## src/rtl/clock_pkg.sv

```systemverilog
// -----------------------------------------------------------------------------
// clock_pkg
// Shared definitions for the time-of-day clock with set mode.
//   clock_state_t : operating state (RUN, SET_HOUR, SET_MIN)
//   HOUR_MAX      : last legal hour value, two BCD digits (23)
//   MIN_MAX       : last legal minute value, two BCD digits (59)
//   SEC_MAX       : last legal second value, two BCD digits (59)
//   bcd2_inc()    : non-wrapping increment of a two-digit BCD value
// -----------------------------------------------------------------------------
package clock_pkg;

   typedef enum logic [1:0] {
      RUN      = 2'd0,
      SET_HOUR = 2'd1,
      SET_MIN  = 2'd2
   } clock_state_t;

   localparam logic [7:0] HOUR_MAX = 8'h23;
   localparam logic [7:0] MIN_MAX  = 8'h59;
   localparam logic [7:0] SEC_MAX  = 8'h59;

   // Units digit rolls 9 -> 0 with carry into tens. Field wrap is decided by
   // the caller on the full two-digit value, so this never sees 99.
   function automatic logic [7:0] bcd2_inc(input logic [7:0] v);
      logic [7:0] r;
      if (v[3:0] == 4'd9) begin
         r = {v[7:4] + 4'd1, 4'd0};
      end else begin
         r = {v[7:4], v[3:0] + 4'd1};
      end
      return r;
   endfunction

endpackage

```

## src/rtl/bcd_counter2.sv

```systemverilog
// -----------------------------------------------------------------------------
// bcd_counter2
// Two-digit BCD counter, counting 00..MAX_VAL and wrapping to 00.
// Ports:
//   clk   in   clock
//   rst   in   synchronous active-high reset, value -> 00
//   inc   in   advance by one (wraps MAX_VAL -> 00)
//   clr   in   force value to 00; wins over inc
//   value out  registered two-digit BCD value
//   carry out  combinational, high in the cycle inc wraps the counter, so a
//              chain of counters resolves all carries on a single edge
// -----------------------------------------------------------------------------
module bcd_counter2
   import clock_pkg::*;
#(
   parameter logic [7:0] MAX_VAL = 8'h59
) (
   input  logic       clk,
   input  logic       rst,
   input  logic       inc,
   input  logic       clr,
   output logic [7:0] value,
   output logic       carry
);

   logic [7:0] r_value;
   logic       w_at_max;

   assign w_at_max = (r_value == MAX_VAL);
   assign carry    = inc & ~clr & w_at_max;
   assign value    = r_value;

   always_ff @(posedge clk) begin
      if (rst) begin
         r_value <= 8'h00;
      end else if (clr) begin
         r_value <= 8'h00;
      end else if (inc) begin
         r_value <= w_at_max ? 8'h00 : bcd2_inc(r_value);
      end
   end

endmodule

```

## src/rtl/clock_set_ctrl.sv

```systemverilog
// -----------------------------------------------------------------------------
// clock_set_ctrl
// 24-hour BCD time-of-day clock with a MODE/UP set mode and a blink qualifier
// for the display driver.
// Parameters:
//   TICKS_PER_SEC  clk cycles per second (prescaler modulus)
//   BLINK_HALF     clk cycles per blink half-period
// Ports:
//   clk          in   system clock
//   rst          in   synchronous active-high reset
//   mode_pushed  in   one-cycle MODE pulse: RUN -> SET_HOUR -> SET_MIN -> RUN
//   up_pushed    in   one-cycle UP pulse: edits the selected field in set mode
//   hour_bcd     out  hours 00..23, BCD
//   min_bcd      out  minutes 00..59, BCD
//   sec_bcd      out  seconds 00..59, BCD
//   set_hour     out  high in SET_HOUR
//   set_min      out  high in SET_MIN
//   blink_on     out  high during the visible half of the blink period
//   state_dbg    out  current FSM state (clock_state_t encoding)
//
// Input pulse semantics: mode_pushed and up_pushed carry no handshake; each
// is a single-cycle event sampled on the rising edge, acted on at that edge
// and visible on the outputs right after it. Pulses on consecutive cycles
// are each honoured. When both arrive together the mode change is taken and
// the UP pulse is discarded.
// -----------------------------------------------------------------------------
module clock_set_ctrl
   import clock_pkg::*;
#(
   parameter int TICKS_PER_SEC = 1000,
   parameter int BLINK_HALF    = 500
) (
   input  logic       clk,
   input  logic       rst,
   input  logic       mode_pushed,
   input  logic       up_pushed,
   output logic [7:0] hour_bcd,
   output logic [7:0] min_bcd,
   output logic [7:0] sec_bcd,
   output logic       set_hour,
   output logic       set_min,
   output logic       blink_on,
   output logic [1:0] state_dbg
);

   localparam int PW = (TICKS_PER_SEC > 1) ? $clog2(TICKS_PER_SEC) : 1;
   localparam int BW = (BLINK_HALF > 1) ? $clog2(2 * BLINK_HALF) : 1;

   clock_state_t   r_state;
   clock_state_t   w_next_state;
   logic [PW-1:0]  r_presc;
   logic [BW-1:0]  r_blink;
   logic [BW-1:0]  w_blink_next;
   logic           r_set_hour;
   logic           r_set_min;
   logic           r_blink_on;

   logic           w_up_eff;
   logic           w_in_run;
   logic           w_sec_tick;
   logic           w_set_exit;
   logic           w_state_change;
   logic           w_sec_carry;
   logic           w_min_carry;
   logic           w_min_inc;
   logic           w_hour_inc;
   logic           w_unused_hour_carry;

   // A simultaneous MODE pulse swallows UP in both the old and new state.
   assign w_up_eff       = up_pushed & ~mode_pushed;
   assign w_in_run       = (r_state == RUN);
   assign w_sec_tick     = w_in_run & (r_presc == PW'(TICKS_PER_SEC - 1));
   assign w_set_exit     = (r_state == SET_MIN) & mode_pushed;
   assign w_state_change = (w_next_state != r_state);

   // ---------------- FSM ----------------
   always_ff @(posedge clk) begin
      if (rst) begin
         r_state <= RUN;
      end else begin
         r_state <= w_next_state;
      end
   end

   always_comb begin
      w_next_state = r_state;
      if (mode_pushed) begin
         case (r_state)
            RUN:      w_next_state = SET_HOUR;
            SET_HOUR: w_next_state = SET_MIN;
            SET_MIN:  w_next_state = RUN;
            default:  w_next_state = RUN;
         endcase
      end
   end

   // ---------------- prescaler ----------------
   // Counts only in RUN; held in both set states. Leaving SET_MIN restarts
   // the second from zero so the new time starts on a full second.
   always_ff @(posedge clk) begin
      if (rst) begin
         r_presc <= '0;
      end else if (w_set_exit) begin
         r_presc <= '0;
      end else if (w_in_run) begin
         if (w_sec_tick) begin
            r_presc <= '0;
         end else begin
            r_presc <= r_presc + PW'(1);
         end
      end
   end

   // ---------------- blink ----------------
   // Cleared on every state change so the selected field shows at once.
   always_comb begin
      w_blink_next = '0;
      if (w_state_change) begin
         w_blink_next = '0;
      end else if (r_blink == BW'(2 * BLINK_HALF - 1)) begin
         w_blink_next = '0;
      end else begin
         w_blink_next = r_blink + BW'(1);
      end
   end

   always_ff @(posedge clk) begin
      if (rst) begin
         r_blink    <= '0;
         r_blink_on <= 1'b1;
         r_set_hour <= 1'b0;
         r_set_min  <= 1'b0;
      end else begin
         r_blink    <= w_blink_next;
         r_blink_on <= (w_blink_next < BW'(BLINK_HALF));
         r_set_hour <= (w_next_state == SET_HOUR);
         r_set_min  <= (w_next_state == SET_MIN);
      end
   end

   // ---------------- carry chain ----------------
   // Carries are combinational so 23:59:59 -> 00:00:00 lands on one edge.
   // In SET_MIN a minute wrap must not reach the hours, hence the RUN gate.
   assign w_min_inc  = (w_in_run & w_sec_carry)
                     | ((r_state == SET_MIN) & w_up_eff);
   assign w_hour_inc = (w_in_run & w_min_carry)
                     | ((r_state == SET_HOUR) & w_up_eff);

   bcd_counter2 #(.MAX_VAL(SEC_MAX)) u_sec (
      .clk   (clk),
      .rst   (rst),
      .inc   (w_sec_tick),
      .clr   (w_set_exit),
      .value (sec_bcd),
      .carry (w_sec_carry)
   );

   bcd_counter2 #(.MAX_VAL(MIN_MAX)) u_min (
      .clk   (clk),
      .rst   (rst),
      .inc   (w_min_inc),
      .clr   (1'b0),
      .value (min_bcd),
      .carry (w_min_carry)
   );

   bcd_counter2 #(.MAX_VAL(HOUR_MAX)) u_hour (
      .clk   (clk),
      .rst   (rst),
      .inc   (w_hour_inc),
      .clr   (1'b0),
      .value (hour_bcd),
      .carry (w_unused_hour_carry)
   );

   assign set_hour  = r_set_hour;
   assign set_min   = r_set_min;
   assign blink_on  = r_blink_on;
   assign state_dbg = r_state;

endmodule

```

## config.mk

```make
export PLATFORM = sky130hd
export DESIGN_NAME = clock_set_ctrl
export DESIGN_NICKNAME = d
export VERILOG_FILES = /design/src/rtl/clock_pkg.sv /design/src/rtl/bcd_counter2.sv /design/src/rtl/clock_set_ctrl.sv
export SDC_FILE = /design/constraint.sdc
export NUM_CORES = 1
export LEC_CHECK = 0
export BUFFER_PORTS_ARGS = -buffer_cell sky130_fd_sc_hd__buf_4
export CAP_MARGIN = 0
export CORE_MARGIN = 2
export CORE_UTILIZATION = 44
export DETAILED_ROUTE_END_ITERATION = 10
export PLACE_DENSITY = 0.72
export SLEW_MARGIN = 15
export SYNTH_ARGS = -nofsm -noshare
export SYNTH_HDL_FRONTEND = slang
export SYNTH_SLANG_ARGS = --single-unit
export TNS_END_PERCENT = 50
```

## constraint.sdc

```tcl
create_clock -name clk -period 3.8 [get_ports clk]
set_input_delay 0.19 -clock clk [delete_from_list [all_inputs] [get_ports clk]]
set_output_delay 0.19 -clock clk [all_outputs]
set_load 0.05 [all_outputs]
```

==> results_dict.tcl, run 1 <==
set metrics [dict create \
    routed_wl_um 4735 \
    r2r_start "r_presc[0]" \
    yosysMostFrequentCell "dfxtp_1" \
    num_vias 2068 \
    ys_ff_latch 49 \
    busiest_layer "met2" \
    crit_end "u_min.value[6]" \
    initialDrtViolationCount 90 \
    r2r_cells 6 \
    grtUsageMet3_pct 4.205 \
    yosys.area.top_type "dfxtp_1" \
    post_cts_resized 0 \
    synth-edff-count 0 \
    drc_errors 0 \
    r2r_slack_ps 1680 \
    ctsHoldBuffers 0 \
    synth_area_mm2 0.002482 \
    post-dp-hpwl_um 3517 \
    combPwrFrac_pct 7.4 \
    critPathCaptureType "register" \
    nFillCells 529 \
    portBuffers 32 \
    cts_setup_buffers 0 \
    pre_cts_ws_ps 1702 \
    grt_max_degree 19 \
    crit_start "r_presc[0]" \
    boundaryPins 33 \
    max-slew-margin-rel_pct 72.23 \
    core_mm2 0.005473 \
    die_h_um 79.11 \
    syn_avg_cell_area_um2 8.590 \
    startpoint_type "register" \
    drv_slew 0 \
    fin_skew_ps 7.986 \
    synth_warnings 0 \
    gr-usage-met2_pct 26.78 \
    die_w_um 79.11 \
    die_area_mm2 0.006258 \
    holdCritStartpoint "rst" \
    outcome "finished, final reports clean" \
    start_util_pct 45.36 \
    p_per_area_mw_per_mm2 315.0 \
    wl_per_cell_um 12.11 \
    final_util_pct 51.94 \
    synth_top_area_share_pct 39.52 \
    grtUsageMet1_pct 19.32 \
    first_global_vias 1883 \
    clock-sinks 49 \
    fin_setup_tns_ps 0 \
    cts_tree "built" \
    ys_types 51 \
    rsz0062_at_grt "false" \
    antenna_found_initial 0 \
    worstHoldPathType "primary input to register" \
    holdPathStages 2 \
    grt_pass1_wl_um 8024 \
    drive_gt1_share_pct 15.05 \
    fin_crit_sh_pct 55.67 \
    synth_ff_type "dfxtp_1" \
    grt_overflow 0 \
    hold_violations 0 \
    fmax_ghz 0.4727 \
    maxCapViolations 0 \
    vdd_drop_max_mv 0.1844 \
    period_needed_ps 2115 \
    arrival_ps 2360 \
    clk_pin_slew_worst_paths_ps 90 \
    h-tree-depth 2 \
    syn_inst 289 \
    ant_nets 0 \
    worst-setup-path-type "register to register" \
    grt_use_total_pct 15.96 \
    intPower_w 0.0006732 \
    ys_top_cells_by_area "dfxtp_1 40%, ha_1 7.1%, nor2_1 4.8%" \
    tightest_slew_ps 416.5 \
    netlist_top_cells_count "49 x dfxtp_1, 32 x nor2_1, 23 x nand2_1" \
    viasPerCell 5.289 \
    nets 336 \
    critPathRequiredTime_ps 4040 \
    reg2reg_to "u_min.value[6]" \
    diodes 0 \
    worstSkewPairLatency_ps 300 \
    seqPwrFrac_pct 59.5 \
    syn_nets 307 \
    cts_buffers 5 \
    fp-row-count 27 \
    dr.pass1.iters 4 \
    setup_ws_ps 1685 \
    switching_share_pct 24.82 \
    setup_violations 0 \
    clkPwrFrac_pct 33.2 \
    async_reset_ff_share_pct 0 \
    synthToLayoutAreaGrowth_pct 14.52 \
    synth-seq-area-share_pct 39.52 \
    worst-path-max-fanout 16 \
    gp_congestion 0.7874 \
    clk_path_buf_depth 2 \
    power_switching_w 0.0002223 \
    ctsRootBufferMaster "clkbuf_8" \
    p_leak_nw 1.082 \
]
-- sequential cells by signal, indices dropped and copies added (netlist names) --
register / cells
r_blink: 10
blink_on: 1
set_min: 1
r_presc: 10
state_dbg: 2
u_min.value: 8
u_hour.value: 8
u_sec.value: 8
set_hour: 1
-- per-stage QoR --
stage	instance area (µm²)	total power (W)	instances	hold slack [ps]
CTS	2843	0.0009060	391	179.0
detailed placement	2760	0.0006104	383	455.3
floorplan	2482	0.0005934	289	429.7
finish	2843	0.0008955	391	188.3
global route	2843	0.0009336	391	200.6
global placement	2760	0.0006095	383	443.9
-- power groups by stage --
| stage | sequential [W] | clock, W | combinational (W) |
|---|---|---|---|
| CTS | 0.000532 | 0.000308 | 0.0000661 |
| detailed placement | 0.000544 | 0 | 0.0000661 |
| floorplan | 0.000557 | 0 | 0.0000359 |
| global placement | 0.000544 | 0 | 0.0000654 |
| finish | 0.000532 | 0.000297 | 0.0000658 |
| global route | 0.000534 | 0.000326 | 0.0000733 |
-- cells by family (layout without fill, tap and decap cells) --
family / after synthesis / in the layout / share of synthesized area (%)
compound gates: 51 / 51 / 12.75
xor+xnor: 18 / 18 / 6.351
fa+ha+maj: 14 / 14 / 7.057
buf+inv: 23 / 53 / 4.082
flops: 49 / 49 / 39.52
mux: 1 / 1 / 0.4032
simple gates: 133 / 133 / 29.84
-- cells in the final DEF, fill, tap and decap left out, drive strengths merged, types with 5 or more instances in the layout --
| cell | synthesis | routed |
|---|---|---|
| or3 | 10 | 10 |
| clkbuf | 6 | 6 |
| or4 | 5 | 5 |
| ha | 14 | 14 |
| o21ai | 13 | 13 |
| xor2 | 9 | 9 |
| dfxtp | 49 | 49 |
| nand3 | 10 | 10 |
| xnor2 | 9 | 9 |
| buf | 4 | 32 |
| a21oi | 22 | 22 |
| nand4 | 8 | 8 |
| nor2 | 32 | 32 |
| and3b | 6 | 6 |
| inv | 13 | 13 |
| nand2 | 23 | 23 |
| nor3 | 8 | 8 |
-- routing by layer --
metal  vias up  routed length [µm]  share of wire, %
met5         -                   0                 0
met4         0                  64               1.4
met3         7                 175               3.7
met2        24                2200                46
met1       957                2295                48
li1       1080                   -                 -
-- how the worst min path moves through the flow --
stage,endpoint
floorplan,r_blink[0]
global placement,r_blink[0]
detailed placement,r_blink[0]
CTS,state_dbg[1]
finish,u_min.value[7]
global route,u_min.value[4]
-- area by class of cell --
cell class / count / area, µm² / share of cell area (%)
Timing Repair Buffer: 32 / 240.2 / 8.451
Inverter: 13 / 48.80 / 1.717
Clock buffer: 6 / 72.57 / 2.553
Tap cell: 72 / 90.09 / 3.169
Clock inverter: 2 / 10.01 / 0.3521
Sequential cell: 49 / 980.9 / 34.51
Multi-Input combinational cell: 217 / 1400 / 49.25
-- worst max-delay path, cell delays in order (launching register included) --
cell	delay [ps]
dfxtp_1	390
ha_1	210
and4bb_4	280
and3_1	300
a31oi_4	210
or4b_1	540
a21oi_1	140
Note: power is estimated with default switching activity, not from simulation.
==> run 2: changes to the inputs <==
- ABC_AREA: unset -> 1
- PLACE_DENSITY: 0.72 -> 0.74
- clock period: 3.8 -> 1.77 ns (I/O delays scaled with it)
==> results_dict.tcl, run 2 <==
set metrics [dict create \
    worst-path-max-fanout 5 \
    post-dp-hpwl_um 3797 \
    die_w_um 79.02 \
    period_needed_ps 1644 \
    finalPower_w 0.001959 \
    grt_overflow 0 \
    start_util_pct 45.24 \
    crit_path_max_incr_delay_ps 350 \
    clk_path_buf_depth 2 \
    ctsRootBufferMaster "clkbuf_8" \
    critPathRequiredTime_ps 2010 \
    worstHoldPathType "primary input to register" \
    synth_ff_type "dfxtp_1" \
    p_leak_nw 1.362 \
    yosys.area.top_type "dfxtp_1" \
    setup_violations 0 \
    ys_top_cells_by_area "dfxtp_1 40%, nand2_1 8.2%, inv_1 7.6%" \
    outcome "finished, final reports clean" \
    fin_crit_sh_pct 92.89 \
    r2r_slack_ps 130 \
    syn_nets 354 \
    drive_gt1_share_pct 21.50 \
    cts_buffers 5 \
    h-tree-depth 2 \
    clock-sinks 49 \
    ys_types 34 \
    netlist_top_cells_count "54 x nand2_1, 50 x inv_1, 49 x dfxtp_1" \
    drv_slew 0 \
    core_mm2 0.005473 \
    fin_skew_ps 7.840 \
    num_vias 2300 \
    grt_pass1_wl_um 8618 \
    hold_violations 0 \
    ant_nets 0 \
    yosysMostFrequentCell "nand2_1" \
    tightest_slew_ps 389.8 \
    boundaryPins 33 \
    diodes 0 \
    viasPerCell 5.022 \
    fmax_ghz 0.6082 \
    synth-seq-area-share_pct 39.62 \
    final_cell_mix "50 x nand2_1, 49 x inv_1, 43 x dfxtp_1, 42 x buf_4, 41 x nor2_1" \
    worstPathCellList "inv_2 > ha_4 > nand2_2 > nor2_4 > nand4_1 > nor2_2 > nand2_4 > nand2_8 > nand2_4 > nand2_2 > nand2_1 > nor2_1" \
    place_area_mm2 0.002846 \
    layoutNonFillerInstCount 458 \
    vdd_drop_max_mv 0.5270 \
    initialDrtViolationCount 103 \
    critPathSlowestCell "dfxtp_2" \
    synth_top_area_share_pct 39.62 \
    synth_warnings 0 \
    syn_avg_cell_area_um2 7.369 \
    portBuffers 32 \
    arrival_ps 1890 \
    die_area_mm2 0.006243 \
    dpl.cell_count 444 \
    final_common_cell "nand2_1" \
    grt_use_total_pct 16.92 \
    syn_inst 336 \
    fin_setup_tns_ps 0 \
    async_reset_ff_share_pct 0 \
    p_per_area_mw_per_mm2 642.5 \
    clk_pin_slew_worst_paths_ps 90 \
    grt_max_degree 16 \
    ctsHoldBuffers 0 \
    die_h_um 79.02 \
    gp_congestion 0.8591 \
    wl_per_cell_um 11.22 \
    design_area_mm2 0.003049 \
    worstSkewPairLatency_ps 300 \
    drc_errors 0 \
    antenna_found_initial 0 \
    synth_area_mm2 0.002476 \
    ys_ff_latch 49 \
    maxCapViolations 0 \
    startpoint_type "register" \
    synthToLayoutAreaGrowth_pct 23.14 \
    max-slew-margin-rel_pct 73.81 \
    critPathCaptureType "register" \
    routed_wl_um 5140 \
    dr.pass1.iters 4 \
    hold_slack_ps 39.45 \
    first_global_vias 2081 \
    cts_tree "built" \
    synth-edff-count 0 \
    fp-row-count 27 \
    largest_registers "r_blink x10, r_presc x10" \
    nets 403 \
    worst-setup-path-type "register to register" \
]
## run 2: cell types whose count changed after synthesis, moves of 8 or more
cell / change
xnor2_1: -8
nand2_1: +31
nor2_1: +14
nor3_1: +9
inv_1: +37
nand3_1: +20
or3_1: -8
## run 2: where the power goes
group	internal (W)	leakage (nW)	total, W	switching [W]
Combinational	0.0000558	0.925	0.000169	0.000113
Sequential	0.00112	0.400	0.00114	0.0000185
Clock	0.000279	0.0374	0.000652	0.000373
## run 2: area by class of cell
cell class	instances	area [µm²]
Multi-Input combinational cell	235	1370
Clock inverter	2	15.01
Inverter	52	195.2
Fill cell	525	2424
Sequential cell	49	991.0
Clock buffer	6	72.57
Timing Repair Buffer	42	315.3
Tap cell	72	90.09
## run 2: repair_timing
| action | CTS | global route |
|---|---|---|
| gates resized for setup | 0 | 20 |
| setup buffers | 0 | 5 |
| endpoints found under the setup margin | 0 | 15 |
## run 2: per-layer routing
layer | share of wire [%] | vias up | track usage [%]
li1 | - | 1197 | -
met1 | 47 | 1062 | 20.43
met2 | 49 | 37 | 29.92
met3 | 3.9 | 4 | 3.409
met4 | 0.47 | 0 | 5.690
met5 | 0 | - | 0
## run 2: path summary, 6_finish.rpt
check | start | end | depth (start not counted)
worst max-delay path | u_min.value[1] | u_hour.value[4] | 12
worst min-delay path | rst | set_hour | 2
worst max register to register | u_min.value[1] | u_hour.value[4] | 12
worst min register to register | r_presc[9] | r_presc[9] | 2
## run 2: metrics by stage
stage                     setup slack, ps  util (%)
after global placement              117.0     52.01
after CTS                           38.74     53.61
after global routing               -9.283     55.72
after floorplan                     7.804         -
final                               125.8     55.72
after detailed placement            84.70     52.01
## run 2: kinds of logic after synthesis
family	after synthesis	share of synthesized area [%]
compound gates	40	9.601
xor+xnor	7	2.476
fa+ha+maj	14	7.074
buf+inv	53	8.034
flops	49	39.62
simple gates	173	33.20
## run 2: worst max-delay path, delay by kind of cell, from the launching register on
| family | cells | cell delay, ps |
|---|---|---|
| flip-flops | 1 | 350 |
| adder cells (fa/ha/maj) | 1 | 120 |
| buffers and inverters | 1 | 70 |
| AND/OR/NAND/NOR | 10 | 1060 |
